## src/rtl/pow_nonce_search.sv

```systemverilog
// Nonce search sequencer for a byte-wide proof-of-work hash core.
// For each nonce the block byte is XOR-ed with the nonce and sent to the core.
// The core is restarted, then enabled until it reports completion or the
// watchdog expires. The returned hash is then compared against the captured
// target. The search ends on the first hash strictly below the target, on a
// core timeout, or after nonce 8'hFF has been tried.
module pow_nonce_search #(
  parameter int unsigned TIMEOUT = 32
) (
  input  logic       clock,
  input  logic       reset,
  input  logic       start,
  input  logic       abort,
  input  logic [7:0] block_data,
  input  logic [7:0] target,
  output logic       core_rst,
  output logic       core_en,
  output logic [7:0] core_msg,
  input  logic [7:0] core_hash,
  input  logic       core_done,
  output logic       busy,
  output logic       done,
  output logic       found,
  output logic       timeout_err,
  output logic [7:0] nonce_out,
  output logic [7:0] hash_out
);

  typedef enum logic [1:0] {
    IDLE,
    LOAD,
    RUN,
    CHECK
  } state_t;

  // Last RUN cycle the watchdog tolerates before the attempt is abandoned.
  localparam logic [7:0] WDOG_LAST = 8'(TIMEOUT - 1);

  state_t     state;
  logic [7:0] block_data_q;
  logic [7:0] target_q;
  logic [7:0] nonce;
  logic [7:0] wdog;
  logic       load_q;

  // The message only changes when the nonce or captured block change, so it
  // is stable across the whole LOAD/RUN/CHECK attempt.
  assign core_msg = block_data_q ^ nonce;

  // NOTE: reset is ORed in combinationally so the core is held in restart for
  // the full duration of our own reset, not just from the first clock edge.
  assign core_rst = reset | load_q;

  // Search sequencer: one attempt is LOAD (core restart), RUN (core enabled,
  // watchdog counting), CHECK (hash versus target, advance or finish).
  always_ff @(posedge clock) begin
    if (reset) begin
      state        <= IDLE;
      block_data_q <= 8'h00;
      target_q     <= 8'h00;
      nonce        <= 8'h00;
      wdog         <= 8'h00;
      load_q       <= 1'b0;
      core_en      <= 1'b0;
      busy         <= 1'b0;
      done         <= 1'b0;
      found        <= 1'b0;
      timeout_err  <= 1'b0;
      nonce_out    <= 8'h00;
      hash_out     <= 8'h00;
    end else begin
      // NOTE: done and load_q are single-cycle pulses; defaulting them low
      // here means each branch only has to raise them, never clear them.
      done   <= 1'b0;
      load_q <= 1'b0;

      if (state != IDLE && abort) begin
        // Abort outranks core completion, timeout and the CHECK outcome.
        state   <= IDLE;
        busy    <= 1'b0;
        core_en <= 1'b0;
        found   <= 1'b0;
      end else begin
        unique case (state)
          IDLE: begin
            if (start) begin
              block_data_q <= block_data;
              target_q     <= target;
              nonce        <= 8'h00;
              found        <= 1'b0;
              timeout_err  <= 1'b0;
              nonce_out    <= 8'h00;
              hash_out     <= 8'h00;
              busy         <= 1'b1;
              load_q       <= 1'b1;
              state        <= LOAD;
            end
          end

          LOAD: begin
            // Any core_done still high from the previous attempt is ignored
            // here; the core is being restarted this cycle.
            wdog    <= 8'h00;
            core_en <= 1'b1;
            state   <= RUN;
          end

          RUN: begin
            if (core_done) begin
              hash_out  <= core_hash;
              nonce_out <= nonce;
              core_en   <= 1'b0;
              state     <= CHECK;
            end else if (wdog == WDOG_LAST) begin
              timeout_err <= 1'b1;
              nonce_out   <= nonce;
              done        <= 1'b1;
              core_en     <= 1'b0;
              busy        <= 1'b0;
              state       <= IDLE;
            end else begin
              wdog <= wdog + 8'd1;
            end
          end

          CHECK: begin
            if (hash_out < target_q) begin
              found <= 1'b1;
              done  <= 1'b1;
              busy  <= 1'b0;
              state <= IDLE;
            end else if (nonce == 8'hFF) begin
              // Nonce space exhausted; the search does not wrap.
              done  <= 1'b1;
              busy  <= 1'b0;
              state <= IDLE;
            end else begin
              nonce  <= nonce + 8'd1;
              load_q <= 1'b1;
              state  <= LOAD;
            end
          end

          default: begin
            state <= IDLE;
          end
        endcase
      end
    end
  end

endmodule

```

## config.mk

```make
export PLATFORM = sky130hd
export DESIGN_NAME = pow_nonce_search
export DESIGN_NICKNAME = d
export VERILOG_FILES = /design/src/rtl/pow_nonce_search.sv
export SDC_FILE = /design/constraint.sdc
export NUM_CORES = 1
export LEC_CHECK = 0
export ABC_CLOCK_PERIOD_IN_PS = 2310
export CORE_UTILIZATION = 45
export DETAILED_ROUTE_END_ITERATION = 10
export PLACE_DENSITY = 0.72
export SLEW_MARGIN = 5
export SYNTH_ARGS = -nofsm -noshare
export SYNTH_HDL_FRONTEND = slang
export SYNTH_SLANG_ARGS = --single-unit
export TNS_END_PERCENT = 1
```

## constraint.sdc

```tcl
create_clock -name clock -period 2.31 [get_ports clock]
set_clock_uncertainty 0.15 [all_clocks]
set_input_delay 0.231 -clock clock [delete_from_list [all_inputs] [get_ports clock]]
set_output_delay 0.231 -clock clock [all_outputs]
set_load 0.02 [all_outputs]
```

Word-level counts from Yosys, hierarchy flattened:

Cells that the tools add are included.
W data, S select, Z words.

* register bits after elaboration: 56
* input port bits: 29
* output and inout bits: 30
* logic and storage cells: 93

* $add $sub $neg: 2
* $lt $le $gt $ge: 1
* equality and inequality tests: 15
* multiplexer cells: 41
* bitwise operators: 3
* reductions and logical operators: 18

Operators with widths (count)
* $mux W8: 8
* $pmux W8 S2: 4
* $mux W1: 19
* $add A8 B1 Y8 const B: 2
* $ne A2 B2 Y1 const B: 8
* $reduce_and A5 Y1: 3
* $reduce_and A4 Y1: 3
* $pmux W1 S2: 5
* $eq A8 B5 Y1 const B: 1
* $eq A8 B8 Y1 const B: 1
* $lt A8 B8 Y1: 1
* $pmux W2 S4: 1
* $reduce_bool A2 Y1: 4
* $xor A8 B8 Y8: 1
* $mux W2: 3
* $ne A3 B3 Y1 const B: 2
* $reduce_and A3 Y1: 2
* $eq A2 B2 Y1 const B: 2
* $reduce_and A2 Y1: 2
* $pmux W1 S3: 1
* $reduce_bool A3 Y1: 1
* $eq A2 B1 Y1 const B: 1
* $logic_not A2 Y1: 1
* $reduce_or A2 Y1: 1
* other kinds (3): 3

Longest topological paths before layout:

Gate-level depths: netlist (run 1).

* depth in word-level cells: 4
* depth in mapped cells: 9
* gate-level depth less buffers: 7

Worst setup path before layout (run 1):

OpenSTA, ideal clock, no wires.

* path kind: register to register
* from: register hash_out[7]
* to: register nonce[0]
* setup time: 0.091 ns
* data arrival time: 1.754 ns
* required time: 2.069 ns
* path slack: 0.315 ns
* stages on the path, launching flop included: 7
* path buffers: 1
* clock period less this slack: 1.995 ns
* path through: dfxtp_1 ha_1 nand4_1 o311ai_2 buf_6 a31oi_1 a311oi_1

* cells in the longest elaborated chain, start to end: 3

Ends and longest elaborated chain
* start, declared: line 26 `output logic [7:0] hash_out`
* start signal, assigned: line 110 `hash_out <= core_hash;`
* $lt A8 B8 Y1: line 127 `if (hash_out < target_q) begin`
* $ne A2 B2 Y1 (no source line)
* $reduce_and A5 Y1 (no source line)
* end signal, assigned: line 138 `nonce <= nonce + 8'd1;`
* end, declared: line 42 `logic [7:0] nonce;`

Every way passes these cells.
A chain may end at the register's enable or synchronous reset.

Worst setup path in the final report (run 1):

* from: register state[0]
* to: register nonce[0]

* cells in the longest elaborated chain, start to end: 4
* elaborated cells between the ends (all ways): 11
* classes of those cells: eq/ne: 4; mux: 1; bitwise: 1; reduce/logical: 5

Ends and longest elaborated chain
* start, declared: line 39 `state_t state;`
* start signal, assigned: line 58 `state <= IDLE;`
* start signal, assigned: line 79 `state <= IDLE;`
* start signal, assigned: line 96 `state <= LOAD;`
* parallel branches: the longest is 4 deep, another holds $reduce_and A5 Y1

Parallel ways; which one is timed is not known.

==> flow_metrics.env, run 1 <==
export IMPL_p_int_mw=1.84
export IMPL_cp_max_fo=12
export IMPL_ir_drop_uv=372
export IMPL_synth_enable_flop_cells=0
export IMPL_required_ns=2.39
export IMPL_routabilityCongestion=0.850
export IMPL_netSwitchingFraction_pct=37.4
export IMPL_synth_top_family_by_area="simple AND/OR/NAND/NOR gates"
export IMPL_rsz0062_at_grt="no"
export IMPL_hold_buffers=0
export IMPL_critPathBufInv=1
export IMPL_num_vias=2613
export IMPL_dr_pass1_iters=4
export IMPL_core_area_sq_um=6030
export IMPL_tns_ns=0
export IMPL_yosys_area_share_adder_pct=5.66
export IMPL_synthMuxAreaShare_pct=0
export IMPL_comb_power_share_pct=40.0
export IMPL_layout_setup_ws_ns=0.132
export IMPL_design_die_area_sq_um=6710
export IMPL_tritoncts="done"
export IMPL_ys_ff_latch=56
export IMPL_slew_headroom_pct=57.8
export IMPL_ys_async_sr_fraction_pct=0
export IMPL_die_w_um=81.9
export IMPL_dp_slack_ns=0.144
export IMPL_fin_crit_sh_pct=94.3
export IMPL_clk_pin_slew_ns=0.10
export IMPL_hpwl_um=4900
export IMPL_leakage_nw=1.34
export IMPL_crit_path_start_kind="register"
export IMPL_drc_errors=0
export IMPL_clockBufferDepth=2
export IMPL_diodes=0
export IMPL_cts_buffers=5
export IMPL_fmax_mhz=459
export IMPL_end_kind="register"
export IMPL_cts_resized=0
export IMPL_synth_main_ff_cell="dfxtp_1"
export IMPL_critical_path_top_delay_family="simple AND/OR/NAND/NOR gates"
export IMPL_period_minus_slack_ns=2.18
export IMPL_drt_wirelength_per_cell_um=14.7
export IMPL_cap_violations=0
export IMPL_yosys_area_share_simple_pct=24.6
export IMPL_die_y_um=81.9
export IMPL_postSynthCellCount=336
export IMPL_p_clk_share_pct=21.9
export IMPL_num_rows=28
export IMPL_syn2layout_area_growth_pct=26.0
export IMPL_grt_pass1_vias=2387
export IMPL_drive_gt1_share_pct=10.2
export IMPL_viasPerCell=5.58
export IMPL_start_util_pct=47.7
export IMPL_io_buffers=58
export IMPL_pwr_share_seq_pct=38.1
export IMPL_p_per_area_nw_per_um2=810
export IMPL_slowest_stage="or3_4"
export IMPL_synth_xor_area_share_pct=3.96
export IMPL_cts_sinks=56
export IMPL_syn_avg_cell_area_sq_um=8.55
export IMPL_syn_area_sq_um=2870
export IMPL_nets=434
export IMPL_outcome="completed"
export IMPL_io_pins=59
export IMPL_grt_usage_pct=22.0
export IMPL_hold_start="block_data[0]"
export IMPL_grt_overflow=0
export IMPL_fillers=568
export IMPL_setup_viol=0
export IMPL_path_cells="inv_1 -> ha_1 -> and2b_1 -> or3_4 -> nor2_2 -> a31oi_1 -> a311oi_1"
export IMPL_syn_nets=378
export IMPL_post_cts_buffers=0
export IMPL_crit_type="register to register"
export IMPL_worstSetupStartpoint="state[0]$_SDFFE_PP0P_"
export IMPL_yosysWarnings=0
export IMPL_ctsHtreeMaxLevel=2
export IMPL_cp_data_arrival_time_ns=2.26
export IMPL_grt_pass1_wl_um=11200
export IMPL_antenna_found_initial=0
export IMPL_ant_nets=0
export IMPL_hold_viol_final=0
export IMPL_critPathMaxStageDelay_ns=0.46
export IMPL_cts_root_buf="clkbuf_8"
export IMPL_drv_slew=0
export IMPL_synth_compound_area_share_pct=20.6
export IMPL_power_net_switching_mw=1.10
export IMPL_hold_path_class="input pin to register"
export IMPL_p_total_mw=2.93
export IMPL_wl_um=6880
export IMPL_reg2reg_slack_ns=0.13
export IMPL_grt_max_degree=47
export IMPL_worst_pin_slew_ns=0.628
export IMPL_worstSkewPairLatency_ns=0.31
export IMPL_ys_types=54
export IMPL_worstReg2RegStart="state[0]$_SDFFE_PP0P_"
export IMPL_yosysSeqAreaShare_pct=39.0
export IMPL_drt_initial_drc_count=130
-- logic make-up (layout without fill, tap and decap cells) --
group	count (synthesis)	after routing
adder cells (fa/ha/maj)	13	13
XOR/XNOR	13	13
AO/OA/AOI/OAI	85	85
buffers and inverters	33	90
flip-flops	56	56
AND/OR/NAND/NOR	136	136
-- routing by layer --
layer  vias to the layer above  part of all wire, %  track usage [%]
li1                       1303                    -                -
met1                      1224                   46             28.5
met2                        76                   47             36.0
met3                        10                  5.0             3.89
met4                         0                  1.7             8.60
met5                         -                    0                0
-- cells in the final DEF, fill, tap and decap left out, types with 2 or more instances in the layout --
master / instances
clkdlybuf4s50_1: 58
dfxtp_1: 56
nand2_1: 51
a21oi_1: 32
nor2_1: 26
inv_1: 14
xor2_1: 13
a22oi_1: 12
ha_1: 12
nand4_1: 10
buf_4: 10
a31oi_1: 9
nand3_1: 7
and2_1: 6
o21ai_0: 6
nor3_1: 5
nand4b_1: 5
clkbuf_8: 5
and3_1: 4
nand2b_1: 4
a311oi_1: 3
nor3_2: 3
a31o_2: 3
or2_2: 2
nor2b_1: 2
o21ai_1: 2
and4_4: 2
nor4_1: 2
a31o_1: 2
-- stage by stage --
stage | utilization (%) | std cells | hold slack [ns] | instance area, sq um
finish | 60.1 | 468 | 0.303 | 3620
global route | 60.1 | 468 | 0.311 | 3620
CTS | 59.9 | 468 | 0.297 | 3610
detailed placement | 58.1 | 460 | 0.294 | 3500
global placement | 58.1 | 460 | 0.289 | 3500
floorplan | - | 336 | 0.217 | 2870
-- registers in the layout, indices dropped and copies added, names as in the netlist, 2 cells and up --
name / cells
nonce: 8
target_q: 8
hash_out: 8
nonce_out: 8
wdog: 8
block_data_q: 8
state: 2
-- worst register-to-register path: cells and delay by family (launching register included) --
kind,cells,cell delay (ns)
DFF,1,0.42
buffers and inverters,1,0.09
AOI/OAI and AO/OA,2,0.33
adders and majority gates,1,0.27
and+or+nand+nor,3,0.83
-- synth_stat cells (2+ instances only) --
master    instances  share of area, %
a21oi_1          33               5.7
o21ai_0           6               1.0
nor2_1           26               3.4
o21ai_1           2              0.35
and4_4            2              0.78
dfxtp_1          56                39
nor2b_1           2              0.44
nor3_2            3               1.0
nor3_1            5              0.87
nand4b_1          5               1.5
nor4_1            2              0.44
nand2b_1          4              0.87
buf_2             3              0.52
a22oi_1          12               3.1
a31o_2            3              0.91
or2_2             2              0.44
nand3_1           7               1.2
xor2_1           13               4.0
and2_1            6               1.3
nand4_1          10               2.2
ha_1             13               5.7
clkbuf_1          9               1.2
nand2_1          51               6.7
buf_6             3               1.2
a311oi_1          3              0.91
and3_1            4              0.87
clkbuf_8          2              0.96
a31oi_1           9               2.0
inv_1            14               1.8
a31o_1            2              0.61
-- layout make-up --
class,instances,area [sq um],area share (%)
well taps,75,93.8,2.59
multi-input cells,247,1590,43.9
clock inverters,2,35.0,0.967
inverters,14,52.6,1.45
clock buffers,6,72.6,2.00
repair buffers,68,656,18.1
flip-flops and latches,56,1120,31.0
-- path summary, 6_finish.rpt --
path                                                endpoint  cells past startpoint
worst max register to register         nonce[0]$_SDFFE_PP0P_                      7
worst min register to register     nonce_out[5]$_SDFFE_PP0P_                      2
worst min-delay path            block_data_q[0]$_SDFFE_PP0P_                      3
worst max-delay path                   nonce[0]$_SDFFE_PP0P_                      7
-- power groups by stage --
stage	Combinational (mW)	Sequential, mW	Clock [mW]
finish	1.17	1.12	0.643
global route	1.28	1.13	0.692
CTS	1.15	1.12	0.658
global placement	1.13	1.14	0
floorplan	0.790	1.15	0
detailed placement	1.14	1.14	0
(Power assumes the default switching activity.)
==> run 2, diff against run 1 <==
Settings changed: CORE_ASPECT_RATIO set to 0.6.
==> flow_metrics.env, run 2 (synthesis gave the netlist of run 1 again) <==
export IMPL_comb_power_share_pct=40.4
export IMPL_final_common_cell="clkdlybuf4s50_1"
export IMPL_worstReg2RegStart="state[0]$_SDFFE_PP0P_"
export IMPL_antenna_found_initial=0
export IMPL_hpwl_um=5100
export IMPL_fillers=562
export IMPL_power_net_switching_mw=1.12
export IMPL_cp_max_fo=12
export IMPL_drive_gt1_share_pct=11.4
export IMPL_drc_errors=1
export IMPL_post_cts_buffers=0
export IMPL_design_die_area_sq_um=6720
export IMPL_setup_viol=0
export IMPL_diodes=0
export IMPL_critical_path_top_delay_family="simple AND/OR/NAND/NOR gates"
export IMPL_hold_path_class="input pin to register"
export IMPL_cp_data_arrival_time_ns=2.25
export IMPL_grt_overflow=0
export IMPL_regArea_sq_um=1120
export IMPL_worst_pin_slew_ns=0.701
export IMPL_drt_initial_drc_count=249
export IMPL_core_area_sq_um=6140
export IMPL_drv_slew=0
export IMPL_fin_crit_sh_pct=93.6
export IMPL_final_util_pct=59.8
export IMPL_hold_ws_ns=0.302
export IMPL_min_to="target_q[2]$_SDFFE_PP0P_"
export IMPL_grt_pass1_vias=2433
export IMPL_crit_type="register to register"
export IMPL_reg2reg_slack_ns=0.15
export IMPL_ant_nets=0
export IMPL_io_buffers=58
export IMPL_num_vias=2647
export IMPL_violations="DRC"
export IMPL_cts_sinks=56
export IMPL_outcome="finished, violations left"
export IMPL_tritoncts="done"
export IMPL_start_util_pct=46.8
export IMPL_rsz0062_at_grt="no"
export IMPL_ir_drop_uv=501
export IMPL_grt_max_degree=43
export IMPL_nets=436
export IMPL_dr_pass1_iters=7
export IMPL_syn2layout_area_growth_pct=27.8
export IMPL_clk_pin_slew_ns=0.10
export IMPL_path_cells="inv_1 -> ha_1 -> and2b_1 -> or3_4 -> nor2_2 -> a31oi_1 -> a311oi_1"
export IMPL_num_rows=22
export IMPL_hold_viol_final=0
export IMPL_worstSkewPairLatency_ns=0.31
export IMPL_routabilityCongestion=0.898
export IMPL_dp_cells=471
export IMPL_cts_resized=0
export IMPL_crit_cells=7
export IMPL_p_per_area_nw_per_um2=813
export IMPL_critPathBufInv=1
export IMPL_final_cell_mix="clkdlybuf4s50_1, dfxtp_1, nand2_1, a21oi_1, nor2_1"
export IMPL_hold_buffers=0
export IMPL_rr_worst_depth=7
export IMPL_p_int_mw=1.86
export IMPL_tns_ns=0
export IMPL_die_w_um=105
export IMPL_grt_pass1_wl_um=11800
export IMPL_cts_root_buf="clkbuf_8"
export IMPL_cap_violations=0
export IMPL_netSwitchingFraction_pct=37.6
export IMPL_required_ns=2.39
export IMPL_die_y_um=63.9
export IMPL_pwr_share_seq_pct=37.6
export IMPL_period_minus_slack_ns=2.16
export IMPL_critPathMaxStageDelay_ns=0.46
export IMPL_cts_buffers=5
export IMPL_leakage_nw=1.36
export IMPL_io_pins=59
export IMPL_fmax_mhz=462
export IMPL_ctsHtreeMaxLevel=2
export IMPL_slowest_stage="or3_4"
export IMPL_grt_usage_pct=22.0
export IMPL_drt_wirelength_per_cell_um=14.7
export IMPL_multiInputGateArea_sq_um=1600
export IMPL_viasPerCell=5.53
export IMPL_clockBufferDepth=2
export IMPL_rr_endpoint="nonce[0]$_SDFFE_PP0P_"
export IMPL_end_kind="register"
export IMPL_wl_um=7020
export IMPL_p_clk_share_pct=22.0
export IMPL_final_cells=479
export IMPL_slew_headroom_pct=53.2
export IMPL_crit_path_start_kind="register"
export IMPL_hold_start="target[2]"
export IMPL_whs_path_depth=3
-- run 2: metal layers --
layer,part of all wire [%],track usage [%],vias to the layer above
met2,41,31.3,100
li1,-,-,1310
met1,52,33.4,1232
met3,7.0,5.00,5
met4,0.73,4.58,0
met5,0,0,-
-- run 2: worst max-delay path by stage --
stage	from	endpoint	slack (ns)
6_report	state[0]$_SDFFE_PP0P_	nonce[0]$_SDFFE_PP0P_	0.15
5_1_grt	state[0]$_SDFFE_PP0P_	hash_out[6]$_SDFFE_PP0P_	0.02
3_3_place_gp	start	nonce[3]$_SDFFE_PP0P_	0.16
4_1_cts	state[0]$_SDFFE_PP0P_	nonce[3]$_SDFFE_PP0P_	0.09
3_5_place_dp	start	nonce[3]$_SDFFE_PP0P_	0.09
2_1_floorplan	hash_out[7]$_SDFFE_PP0P_	nonce[0]$_SDFFE_PP0P_	0.31
-- run 2: area by class of cell --
| type | instances | area share, % |
|---|---|---|
| clock inverter | 3 | 1.16 |
| clock buffer | 5 | 1.87 |
| tap | 84 | 2.86 |
| inverter | 14 | 1.43 |
| multi-input combinational | 247 | 43.5 |
| sequential | 56 | 30.6 |
| timing repair buffer | 70 | 18.6 |
-- run 2: worst reg2reg max path: stages, from the launching register on --
cell	delay, ns
dfxtp_2	0.38
inv_1	0.08
ha_1	0.27
and2b_1	0.20
or3_4	0.46
nor2_2	0.19
a31oi_1	0.11
a311oi_1	0.24
-- run 2: per-stage QoR --
step           power, mW  instance area (sq um)  worst slack (ns)
3_5_place_dp        2.32                   3540            0.0905
2_1_floorplan       1.94                   2870             0.315
5_1_grt             3.17                   3670            0.0178
4_1_cts             2.97                   3650            0.0933
3_3_place_gp        2.30                   3540             0.164
6_report            2.98                   3670             0.148
-- run 2: power groups by stage --
stage               clock (mW)  combinational [mW]  sequential (mW)
global route             0.718                1.32             1.14
floorplan                    0               0.790             1.15
global placement             0                1.16             1.14
detailed placement           0                1.18             1.14
finish                   0.656                1.21             1.12
CTS                      0.666                1.18             1.12
